[src/rtl/pair_pack_ctrl.sv]
// pair_pack_ctrl: collects two half-vector beats into one full vector.
// The first beat goes to the low half and the second to the high half.
// A flush emits a single pending half with its high half zero-filled.
// The controller also counts the full vectors handed downstream.
module pair_pack_ctrl #(
  parameter int no_of_units   = 8,
  parameter int element_width = 32,
  parameter int cnt_width     = 16
) (
  input  logic                                          clk,
  input  logic                                          rst_n,
  input  logic [element_width*(no_of_units/2)-1:0]      in_data,
  input  logic                                          in_valid,
  output logic                                          in_ready,
  input  logic                                          flush,
  output logic [2*element_width*(no_of_units/2)-1:0]    out_data,
  output logic                                          out_valid,
  input  logic                                          out_ready,
  output logic                                          out_partial,
  output logic                                          sel,
  output logic [cnt_width-1:0]                          vec_count
);

  localparam int NH = no_of_units / 2;
  localparam int HW = element_width * NH;

  typedef enum logic [1:0] {
    ST_LOW  = 2'd0,
    ST_HIGH = 2'd1,
    ST_FULL = 2'd2
  } state_t;

  state_t               state_reg, state_next;
  logic                 partial_reg, partial_next;
  logic [cnt_width-1:0] vec_count_reg;

  logic acc, hs;
  logic load_low, load_high, clear_high;

  // A held vector can only make room for a new beat in the cycle it leaves.
  // Gating with rst_n keeps the controller from accepting beats during reset.
  assign in_ready    = rst_n & ((state_reg == ST_FULL) ? out_ready : 1'b1);
  assign out_valid   = (state_reg == ST_FULL);
  assign sel         = (state_reg == ST_HIGH);
  assign out_partial = partial_reg;
  assign vec_count   = vec_count_reg;

  assign acc = in_valid & in_ready;
  assign hs  = out_valid & out_ready;

  // State register and partial flag.
  always_ff @(posedge clk or negedge rst_n) begin
    if (!rst_n) begin
      state_reg   <= ST_LOW;
      partial_reg <= 1'b0;
    end else begin
      state_reg   <= state_next;
      partial_reg <= partial_next;
    end
  end

  // Next-state and assembly-register write strobes.
  always_comb begin
    state_next   = state_reg;
    partial_next = partial_reg;
    load_low     = 1'b0;
    load_high    = 1'b0;
    clear_high   = 1'b0;
    case (state_reg)
      ST_LOW: begin
        // A flush with no pending half has nothing to emit.
        if (acc) begin
          load_low   = 1'b1;
          clear_high = 1'b1;
          state_next = ST_HIGH;
        end
      end
      ST_HIGH: begin
        // A real beat takes priority over a flush in the same cycle.
        if (acc) begin
          load_high    = 1'b1;
          partial_next = 1'b0;
          state_next   = ST_FULL;
        end else if (flush) begin
          partial_next = 1'b1;
          state_next   = ST_FULL;
        end
      end
      ST_FULL: begin
        if (hs) begin
          partial_next = 1'b0;
          if (acc) begin
            load_low   = 1'b1;
            clear_high = 1'b1;
            state_next = ST_HIGH;
          end else begin
            state_next = ST_LOW;
          end
        end
      end
      default: begin
        state_next   = ST_LOW;
        partial_next = 1'b0;
      end
    endcase
  end

  // Per-element lanes of the assembly register. The low lanes take the first
  // beat. The high lanes take the second beat, or are zeroed when a new
  // vector starts so that a later flush emits zero fill.
  genvar gi;
  generate
    for (gi = 0; gi < NH; gi++) begin : g_lane
      logic [element_width-1:0] lo_reg;
      logic [element_width-1:0] hi_reg;

      // Low-half lane capture.
      always_ff @(posedge clk or negedge rst_n) begin
        if (!rst_n) begin
          lo_reg <= '0;
        end else if (load_low) begin
          lo_reg <= in_data[gi*element_width +: element_width];
        end
      end

      // High-half lane capture, cleared at the start of each vector.
      always_ff @(posedge clk or negedge rst_n) begin
        if (!rst_n) begin
          hi_reg <= '0;
        end else if (load_high) begin
          hi_reg <= in_data[gi*element_width +: element_width];
        end else if (clear_high) begin
          hi_reg <= '0;
        end
      end

      assign out_data[gi*element_width +: element_width]      = lo_reg;
      assign out_data[HW + gi*element_width +: element_width] = hi_reg;
    end
  endgenerate

  // Count of handed-off vectors, wrapping naturally at the counter width.
  always_ff @(posedge clk or negedge rst_n) begin
    if (!rst_n) begin
      vec_count_reg <= '0;
    end else if (hs) begin
      vec_count_reg <= vec_count_reg + cnt_width'(1);
    end
  end

endmodule

[config.mk]
export PLATFORM = sky130hd
export DESIGN_NAME = pair_pack_ctrl
export DESIGN_NICKNAME = d
export VERILOG_FILES = /design/src/rtl/pair_pack_ctrl.sv
export SDC_FILE = /design/constraint.sdc
export NUM_CORES = 1
export LEC_CHECK = 0
export ABC_AREA = 1
export ABC_CLOCK_PERIOD_IN_PS = 2100
export CORE_ASPECT_RATIO = 0.7
export CORE_MARGIN = 2
export CORE_UTILIZATION = 50
export CTS_CLUSTER_SIZE = 20
export DETAILED_ROUTE_END_ITERATION = 12
export DONT_BUFFER_PORTS = 1
export PLACE_DENSITY = 0.62
export SLEW_MARGIN = 20
export SYNTH_ARGS = -nofsm -noshare
export SYNTH_HDL_FRONTEND = slang
export SYNTH_SLANG_ARGS = --single-unit
[constraint.sdc]
create_clock -name clk -period 2.1 [get_ports clk]
set_input_delay 0.42 -clock clk [delete_from_list [all_inputs] [get_ports clk]]
set_output_delay 0.42 -clock clk [all_outputs]
set_load 0.01 [all_outputs]
==> impl_results.md, run 1 <==
- Status: finished with violations
- Failing checks: negative hold slack
- Most frequent cells in the layout: nand2_1 (669), dfrtp_1 (275), nand3_1 (139)
- Distinct cells, synth: 23
- Largest stage delay, worst path: 0.48 ns
- CP Class: flip-flop to flip-flop
- DR WL/cell: approximately 19 µm
- Cell taking the most area after synthesis: dfrtp_1
- Hold-fix buffers, CTS: 111
- Area grow syn2layout: 18.3%
- CP startpoint kind: flip-flop
- Residual DRC count: 0
- Postcts setup bufs: 0
- Rows: 45
- Period minus WS final: 1.76 ns
- Least-Margin Pin Slew: 0.612 ns
- Max VDD drop: 796 µV
- Vias per cell: 5.29
- Post-placement setup slack: 0.395 ns
- Clk sinks: 275
- Synth top area share: 0.627
- Pleak: 7.01 nW
- Die area: 23,200 µm²
- Io pins: 409
- Clock skew: 0.0121 ns
- GRT Total Usage: 0.249
- Final design utilization: 0.600
- Sequential cell area: roughly 6900 µm²
- Die X: 181 µm
- Root Buffer: clkbuf_16
- Die Ht: 128 µm
- Post-DRT Antenna Nets: 0
- Max Cap Violations: 0
- Congestion Overflow GR: 0
- Max clock buf depth: 3
- DRT Pass-1 Iters: 5
- Via count: approximately 8,500
- Fin crit share: 0.837
- Req. time, crit path: 2.51 ns
- Worst EP arrival: 2.17 ns
- Routed WL: 29,900 µm
- Core area: 21,600 µm²
- DP HPWL: approximately 18,000 µm
- Final-report hold violation count: 275
- Setup TNS: 0 ns
- Area of the multi-input gates: 3490 µm²
- Area contributors post-synth: dfrtp_1 (63%), nand2_1 (23%), nand3_1 (6.3%), buf_4 (2.5%), buf_2 (1.0%)
- Achievable Freq: 0.569 GHz
- Input/output buffers: 0
- Worst-Skew Late Latency: 0.52 ns
- Critical Path Most Common Cell: nand2_1
- Inserted Clock Buffers: 26
- YS warnings: 0
- Vias in the first global route: 7,948
- Cells after Synth: 1,221
- Hold WS: -0.398 ns
- Initial drt markers: 775
- Final Wtd Congestion: 0.835
- Crit-path slowest cell: dfrtp_1
- Post-CTS resize count: 0
- Syn_nets: ~1,400
- Synth Register Bits: 275
- Cell Area, Synth: 11,000 µm²
- Most common cell after layout, fill and taps aside: nand2_1
- CP endpoint kind: flip-flop
- CTS tree: built
- Hold Path Class: primary input to asynchronous set/reset pin
- Clock-pin slew on the worst setup and hold paths: around 0.070 ns
- Fill cells: 1,862
- Global-route wire length before repair: about 46,000 µm
- Pin count of the biggest net entering global routing: 279
- Slew headroom: 0.592
- Fraction of layout cells with a size suffix above 1: 0.0470
- Max Slew Vio Count: 0
- Setup WS post-layout: 0.343 ns
- Starting Density: 0.507
- Syn_area_per_cell: 8.98 µm²
- Tot Pwr: 14.7 mW
- RSZ-0062 raised after global routing: no
- Worst-path fanout max: 48
- H-tree lvl count: 1
- Nets: around 1,400
- Setup Viol. Count Final: 0
- Antenna violations before repair: 1
- Pwr/cell area: 1130 nW/µm²
- CP cell instances: inv_2 -> o2111ai_4 -> inv_4 -> buf_12 -> nand2_1 -> nand2_1
- Seq/Total Area, Yosys: 0.627
synth_stat cells:
master / count
nand3_1: 139
mux2_2: 1
a21oi_1: 2
xnor2_1: 1
and3_1: 1
inv_2: 6
ha_1: 1
inv_1: 21
o2111ai_2: 1
nand2_1: 669
xor2_1: 9
nor2_2: 1
dfrtp_1: 275
nor2_1: 10
nor3_1: 2
nand4_1: 6
buf_4: 37
buf_2: 23
buf_6: 9
nand3_2: 2
clkbuf_1: 2
nor2_4: 1
o21ai_0: 2
routing by layer:
layer	vias to the layer above	part of all wire	GRT usage	wire length [µm]
li1	3947	-	-	-
met3	59	0.092	0.0778	2760
met1	4132	0.40	0.325	12100
met4	0	0.027	0.0708	815
met2	352	0.48	0.404	14300
met5	-	0	0	0
power breakdown:
part | switching, mW | total [mW] | internal (mW)
Combinational | 1.07 | 1.87 | 0.800
Sequential | 1.69 | 8.20 | 6.51
Clock | 1.98 | 4.64 | 2.66
critical path: cells and delay by family, from the launching register on:
kind            cells  cell delay [ns]
flops               1             0.48
compound gates      1             0.36
simple gates        2             0.18
buf+inv             3             0.57
final timing paths:
kind,slack (ns),from,endpoint,cells past startpoint
max,0.34,state_reg[1],g_lane[3].lo_reg[19],6
min,-0.40,rst_n,g_lane[1].lo_reg[17],0
max reg2reg,0.34,state_reg[1],g_lane[3].lo_reg[19],6
min reg2reg,0.55,g_lane[3].lo_reg[1],g_lane[3].lo_reg[1],2
max in group asynchronous,1.98,rst_n,g_lane[0].hi_reg[23],0
min in group clk,0.02,in_data[97],g_lane[3].lo_reg[1],2
per-stage QoR:
step | cell area (µm²) | cells
final | 13000 | 1604
after global routing | 13000 | 1603
after CTS | 13000 | 1601
after detailed placement | 11000 | 1443
after global placement | 11000 | 1443
after floorplan | 11000 | 1221
cells by family (layout without fill, tap and decap cells):
logic type	Yosys count	in the layout	synth area share
compound gates	5	5	0.00319
flops	275	275	0.627
simple gates	831	831	0.304
fa+ha+maj	1	1	0.00114
buf+inv	98	197	0.0550
other cells	0	2	0
mux	1	1	0.00103
xor+xnor	10	10	0.00799
final cells by class:
type | instances | area share
Sequential cell | 275 | 0.531
Antenna cell | 2 | 0.000386
Clock inverter | 7 | 0.00511
Timing Repair Buffer | 123 | 0.0995
Multi-Input combinational cell | 848 | 0.269
Inverter | 27 | 0.00820
Clock buffer | 40 | 0.0597
Tap cell | 282 | 0.0272
Power figures use the tool's default switching activity.
==> inputs of run 2 (changes only) <==
--- a/config.mk
+++ b/config.mk
@@ -6,7 +6,7 @@
 export NUM_CORES = 1
 export LEC_CHECK = 0
 export ABC_AREA = 1
-export ABC_CLOCK_PERIOD_IN_PS = 2100
+export ABC_CLOCK_PERIOD_IN_PS = 1800
 export CORE_ASPECT_RATIO = 0.7
 export CORE_MARGIN = 2
 export CORE_UTILIZATION = 50
==> constraint.sdc (replaced) <==
create_clock -name clk -period 1.8 [get_ports clk]
set_input_delay 0.36 -clock clk [delete_from_list [all_inputs] [get_ports clk]]
set_output_delay 0.36 -clock clk [all_outputs]
set_load 0.01 [all_outputs]
==> impl_results.md, run 2 (synthesized netlist as in run 1, its figures left out) <==
- Status: finished with violations
- Failing checks: negative hold slack
- Dpl cell area: 11,200 µm²
- Hold WS: -0.462 ns
- Inserted Clock Buffers: 27
- Sw power: about 5.5 mW
- GRT Total Usage: 0.254
- Die area: 23,200 µm²
- Starting Density: 0.507
- Placed cells: approximately 1,500
- Period minus WS final: 1.72 ns
- Post-Layout Cell Count: 1,630
- Worst-path fanout max: 128
- Fraction of layout cells with a size suffix above 1: 0.0549
- H-tree lvl count: 1
- DR WL/cell: ~18 µm
- Post-DRT Antenna Nets: 0
- Hold-fix buffers, CTS: 129
- Root Buffer: clkbuf_16
- Post-placement setup slack: 0.127 ns
- Rows: 45
- Final-report hold violation count: 275
- Max VDD drop: 775 µV
- Setup Viol. Count Final: 0
- Worst-Skew Late Latency: 0.52 ns
- Hold Path Class: primary input to asynchronous set/reset pin
- Max clock buf depth: 3
- Setup WS post-layout: just under 0.08 ns
- Initial drt markers: 590
- Least-Margin Pin Slew: 0.907 ns
- Congestion Overflow GR: 0
- Design area: 13,400 µm²
- Setup TNS: 0 ns
- Nets: 1,466
- Residual DRC count: 0
- Sw Share: 0.318
- RSZ-0062 raised after global routing: no
- Input/output buffers: 0
- CP endpoint kind: flip-flop
- DP HPWL: 19,300 µm
- Max Cap Violations: 0
- Final design utilization: 0.618
- Tot Pwr: 17.4 mW
- Io pins: roughly 410
- Most common cell after layout, fill and taps aside: nand2_1
- Combinational share of power: 0.137
- Max Slew Vio Count: 0
- Clock skew: 0.00540 ns
- CP Class: flip-flop to flip-flop
- Pleak: between 7 and 8 nW
- Area grow syn2layout: 21.7%
- DRT Pass-1 Iters: 5
- Vias in the first global route: 8,519
- Routed WL: roughly 30,000 µm
- Clk sinks: 275
- Seq pwr share: 0.548
- Die Ht: approximately 130 µm
- Core area: around 22,000 µm²
- Vias per cell: ~5.2
- CP startpoint kind: flip-flop
- Fin crit share: 0.957
- Fill cells: 1,813
- Via count: 8,408
- Global-route wire length before repair: 47,400 µm
- Pwr/cell area: 1300 nW/µm²
- Most frequent cells in the layout: nand2_1 (669), dfrtp_1 (274), nand3_1 (139)
- Pin count of the biggest net entering global routing: 279
- Clock power frac: 0.316
- Slew headroom: 0.395
- Die X: 181 µm
- Int Power: 11.9 mW
- Clock-pin slew on the worst setup and hold paths: 0.06 ns
- Worst EP arrival: 2.17 ns
- Req. time, crit path: approximately 2.3 ns
- Antenna violations before repair: 2
- Final Wtd Congestion: 0.788
- CTS tree: built
- Achievable Freq: 0.581 GHz
## run 2: changes by cell type in the layout (fill, tap and decap cells not counted), moves of 2 or more
cell | before | now
buf_4 | 4 | 9
buf_12 | 7 | 14
clkinv_2 | 4 | 2
dlygate4sd3_1 | 112 | 129
## run 2: critical path, cell delays in order (launching register included)
cell       delay [ns]
dfrtp_2          0.45
nand3_2          0.12
nand3_2          0.11
nor2_4           0.16
clkbuf_16        0.38
nand2_1          0.11
nand2_1          0.11
## run 2: power groups by stage
stage	Sequential [mW]	Clock, mW	Combinational (mW)
after detailed placement	9.60	0	2.13
after CTS	9.53	5.62	2.40
after global placement	9.62	0	2.01
after global routing	9.67	5.89	2.78
after floorplan	9.13	0	1.68
final	9.54	5.50	2.38
## run 2: final cells by class
class                      instances  area (µm²)  area share
sequential                       275        6880       0.516
multi-input combinational        848        3490       0.262
timing repair buffer             153        1660       0.125
clock buffer                      39         771      0.0577
tap                              282         353      0.0264
inverter                          27         106     0.00797
clock inverter                     5        78.8     0.00590
antenna                            1        2.50    0.000187
## run 2: what timing repair did
item | 4_1_cts | 5_1_grt
buffers inserted | 0 | 0
hold endpoints to repair | 532 | 275
setup endpoints to repair | 0 | 38
gates resized for setup | 0 | 3
## run 2: path summary, 6_finish.rpt
| check | to | cells after the start | startpoint | slack [ns] |
|---|---|---|---|---|
| min | g_lane[1].lo_reg[22] | 0 | rst_n | -0.46 |
| min in group clk | vec_count[2] | 2 | out_ready | 0.03 |
| min reg2reg | g_lane[2].lo_reg[20] | 2 | g_lane[2].lo_reg[20] | 0.55 |
| max reg2reg | g_lane[0].hi_reg[7] | 6 | state_reg[1] | 0.08 |
| max in group asynchronous | g_lane[1].lo_reg[19] | 0 | rst_n | 1.50 |
| max | g_lane[0].hi_reg[7] | 6 | state_reg[1] | 0.08 |
## run 2: routing by layer
layer / track usage / vias to the layer above / share of wire
met1: 0.324 / 4001 / 0.40
li1: - / 4005 / -
met2: 0.411 / 329 / 0.47
met4: 0.0947 / 2 / 0.041
met5: 0 / - / 0.00044
met3: 0.0815 / 71 / 0.086
==> inputs of run 3 (changes only) <==
--- a/config.mk
+++ b/config.mk
@@ -13,6 +13,7 @@
 export CTS_CLUSTER_SIZE = 20
 export DETAILED_ROUTE_END_ITERATION = 12
 export DONT_BUFFER_PORTS = 1
+export HOLD_SLACK_MARGIN = 0.1
 export PLACE_DENSITY = 0.62
 export SLEW_MARGIN = 20
 export SYNTH_ARGS = -nofsm -noshare
==> constraint.sdc (replaced) <==
create_clock -name clk -period 1.8 [get_ports clk]
set_input_delay 0.36 -clock clk [delete_from_list [all_inputs] [get_ports clk]]
set_output_delay 0.36 -clock clk [all_outputs]
set_load 0.05 [all_outputs]
==> impl_results.md, run 3 (synthesized netlist as in run 1, its figures left out) <==
- Sw power: between 10 and 15 mW
- Final-report hold violation count: 275
- Status: finished with violations
- Pin count of the biggest net entering global routing: 279
- Input/output buffers: 0
- End of the worst register-to-register path: g_lane[1].hi_reg[12]
- GRT Total Usage: 0.260
- Design area: 13,500 µm²
- Int Power: 11.9 mW
- Fin crit share: 0.993
- Post-DRT Antenna Nets: 0
- Max Cap Violations: 0
- Vias in the first global route: 8,513
- Nets: 1,481
- Die Ht: around 130 µm
- Rows: 45
- Setup TNS: 0 ns
- Slew headroom: 0.595
- DR WL/cell: 18.5 µm
- Starting Density: 0.507
- Congestion Overflow GR: 0
- Most frequent cells in the layout: nand2_1 (668), dfrtp_1 (274), nand3_1 (139)
- Clock power frac: 0.260
- Crit Reg-Reg Startpoint: state_reg[1]
- Worst-path fanout max: 5
- Least-Margin Pin Slew: 0.607 ns
- Via count: 8,672
- DP HPWL: just under 20,000 µm
- Pleak: roughly 7.3 nW
- CP endpoint kind: primary output
- Vias per cell: between 5 and 6
- Dpl cell area: 11,200 µm²
- H-tree lvl count: 1
- Failing checks: negative hold slack
- RSZ-0062 raised after global routing: yes
- Core area: 21,600 µm²
- Final Wtd Congestion: between 0.8 and 0.9
- Clk sinks: 275
- Pwr/cell area: 1630 nW/µm²
- Max Slew Vio Count: 0
- Combinational share of power: 0.118
- CP startpoint kind: flip-flop
- Max VDD drop: 952 µV
- DRT Pass-1 Iters: 5
- Die area: 23,200 µm²
- Setup Viol. Count Final: 0
- CTS tree: built
- CP Class: flip-flop to primary output
- Fraction of layout cells with a size suffix above 1: 0.0731
- Antenna violations before repair: 1
- Hold-fix buffers, CTS: ~130
- Achievable Freq: approximately 0.56 GHz
- Initial drt markers: 692
- Worst-Skew Late Latency: about 0.53 ns
- Worst EP arrival: 1.43 ns
- Most common cell after layout, fill and taps aside: nand2_1
- Global-route wire length before repair: 48,100 µm
- Residual DRC count: 0
- Root Buffer: clkbuf_16
- R2r setup slk: ~0.12 ns
- Post-Layout Cell Count: 1,651
- Req. time, crit path: roughly 1.4 ns
- Placed cells: 1,464
- Max clock buf depth: 3
- Worst R2R Path Depth: 8
- Inserted Clock Buffers: 27
- Period minus WS final: 1.79 ns
- Io pins: about 410
- Hold Path Class: primary input to asynchronous set/reset pin
- Clock skew: 0.0166 ns
- Routed WL: 30,500 µm
- Die X: 181 µm
- Area grow syn2layout: 23.4%
- Sw Share: 0.459
- Clock-pin slew on the worst setup and hold paths: 0.06 ns
- Seq pwr share: 0.622
- Hold WS: -0.482 ns
[run 3: how the worst max path moves through the flow]
stage	cells after the start	from	slack, ns	end
floorplan	7	vec_count[1]	0.06	vec_count[10]
CTS	4	state_reg[0]	-0.008	in_ready
finish	4	state_reg[0]	0.01	in_ready
global route	4	state_reg[0]	-0.02	in_ready
global placement	4	state_reg[1]	0.14	state_reg[0]
detailed placement	6	state_reg[1]	0.07	g_lane[3].lo_reg[11]
[run 3: area by class of cell]
cell class                      instances  area, µm²
Clock inverter                         13        125
Fill cell                            1829       8090
Clock buffer                           37        793
Multi-Input combinational cell        848       3510
Timing Repair Buffer                  168       1750
Inverter                               27        115
Antenna cell                            1       2.50
Sequential cell                       275       6880
Tap cell                              282        353
[run 3: power groups by stage]
| stage | combinational [mW] | clock (mW) | sequential (mW) |
|---|---|---|---|
| after floorplan | 1.71 | 0 | 13.4 |
| final | 2.59 | 5.74 | 13.7 |
| after detailed placement | 2.28 | 0 | 13.8 |
| after global placement | 2.17 | 0 | 13.8 |
| after CTS | 2.58 | 5.86 | 13.7 |
| after global routing | 2.98 | 6.12 | 13.9 |
[run 3: metal layers]
metal  vias up  part of all wire  wire length [µm]  track usage
met1      4166              0.39             12000        0.328
met5         -                 0                 0            0
met4         0             0.053              1610        0.119
met3        88             0.088              2690       0.0827
met2       370              0.47             14200        0.415
li1       4048                 -                 -            -
[run 3: worst max-delay path, cell delays in order (launching register included)]
cell        delay [ns]
dfrtp_1           0.39
inv_4             0.09
nand3_4           0.08
nand2_4           0.07
clkinvlp_4        0.28
[run 3: through the flow]
step	setup slack (ns)	hold slack, ns	util	power (mW)
floorplan	0.0634	0.0644	-	15.2
detailed placement	0.0674	0.0677	0.519	16.1
CTS	-0.00817	-0.508	0.624	22.2
global route	-0.0215	-0.513	0.626	23.0
finish	0.0120	-0.482	0.626	22.1
global placement	0.138	0.0689	0.519	16.0
[run 3: repair_timing]
item,in CTS,in global routing
setup endpoints to repair,2,31
buffers inserted,3,2
pin swaps,1,1
hold endpoints to repair,535,275
resized for setup,5,4
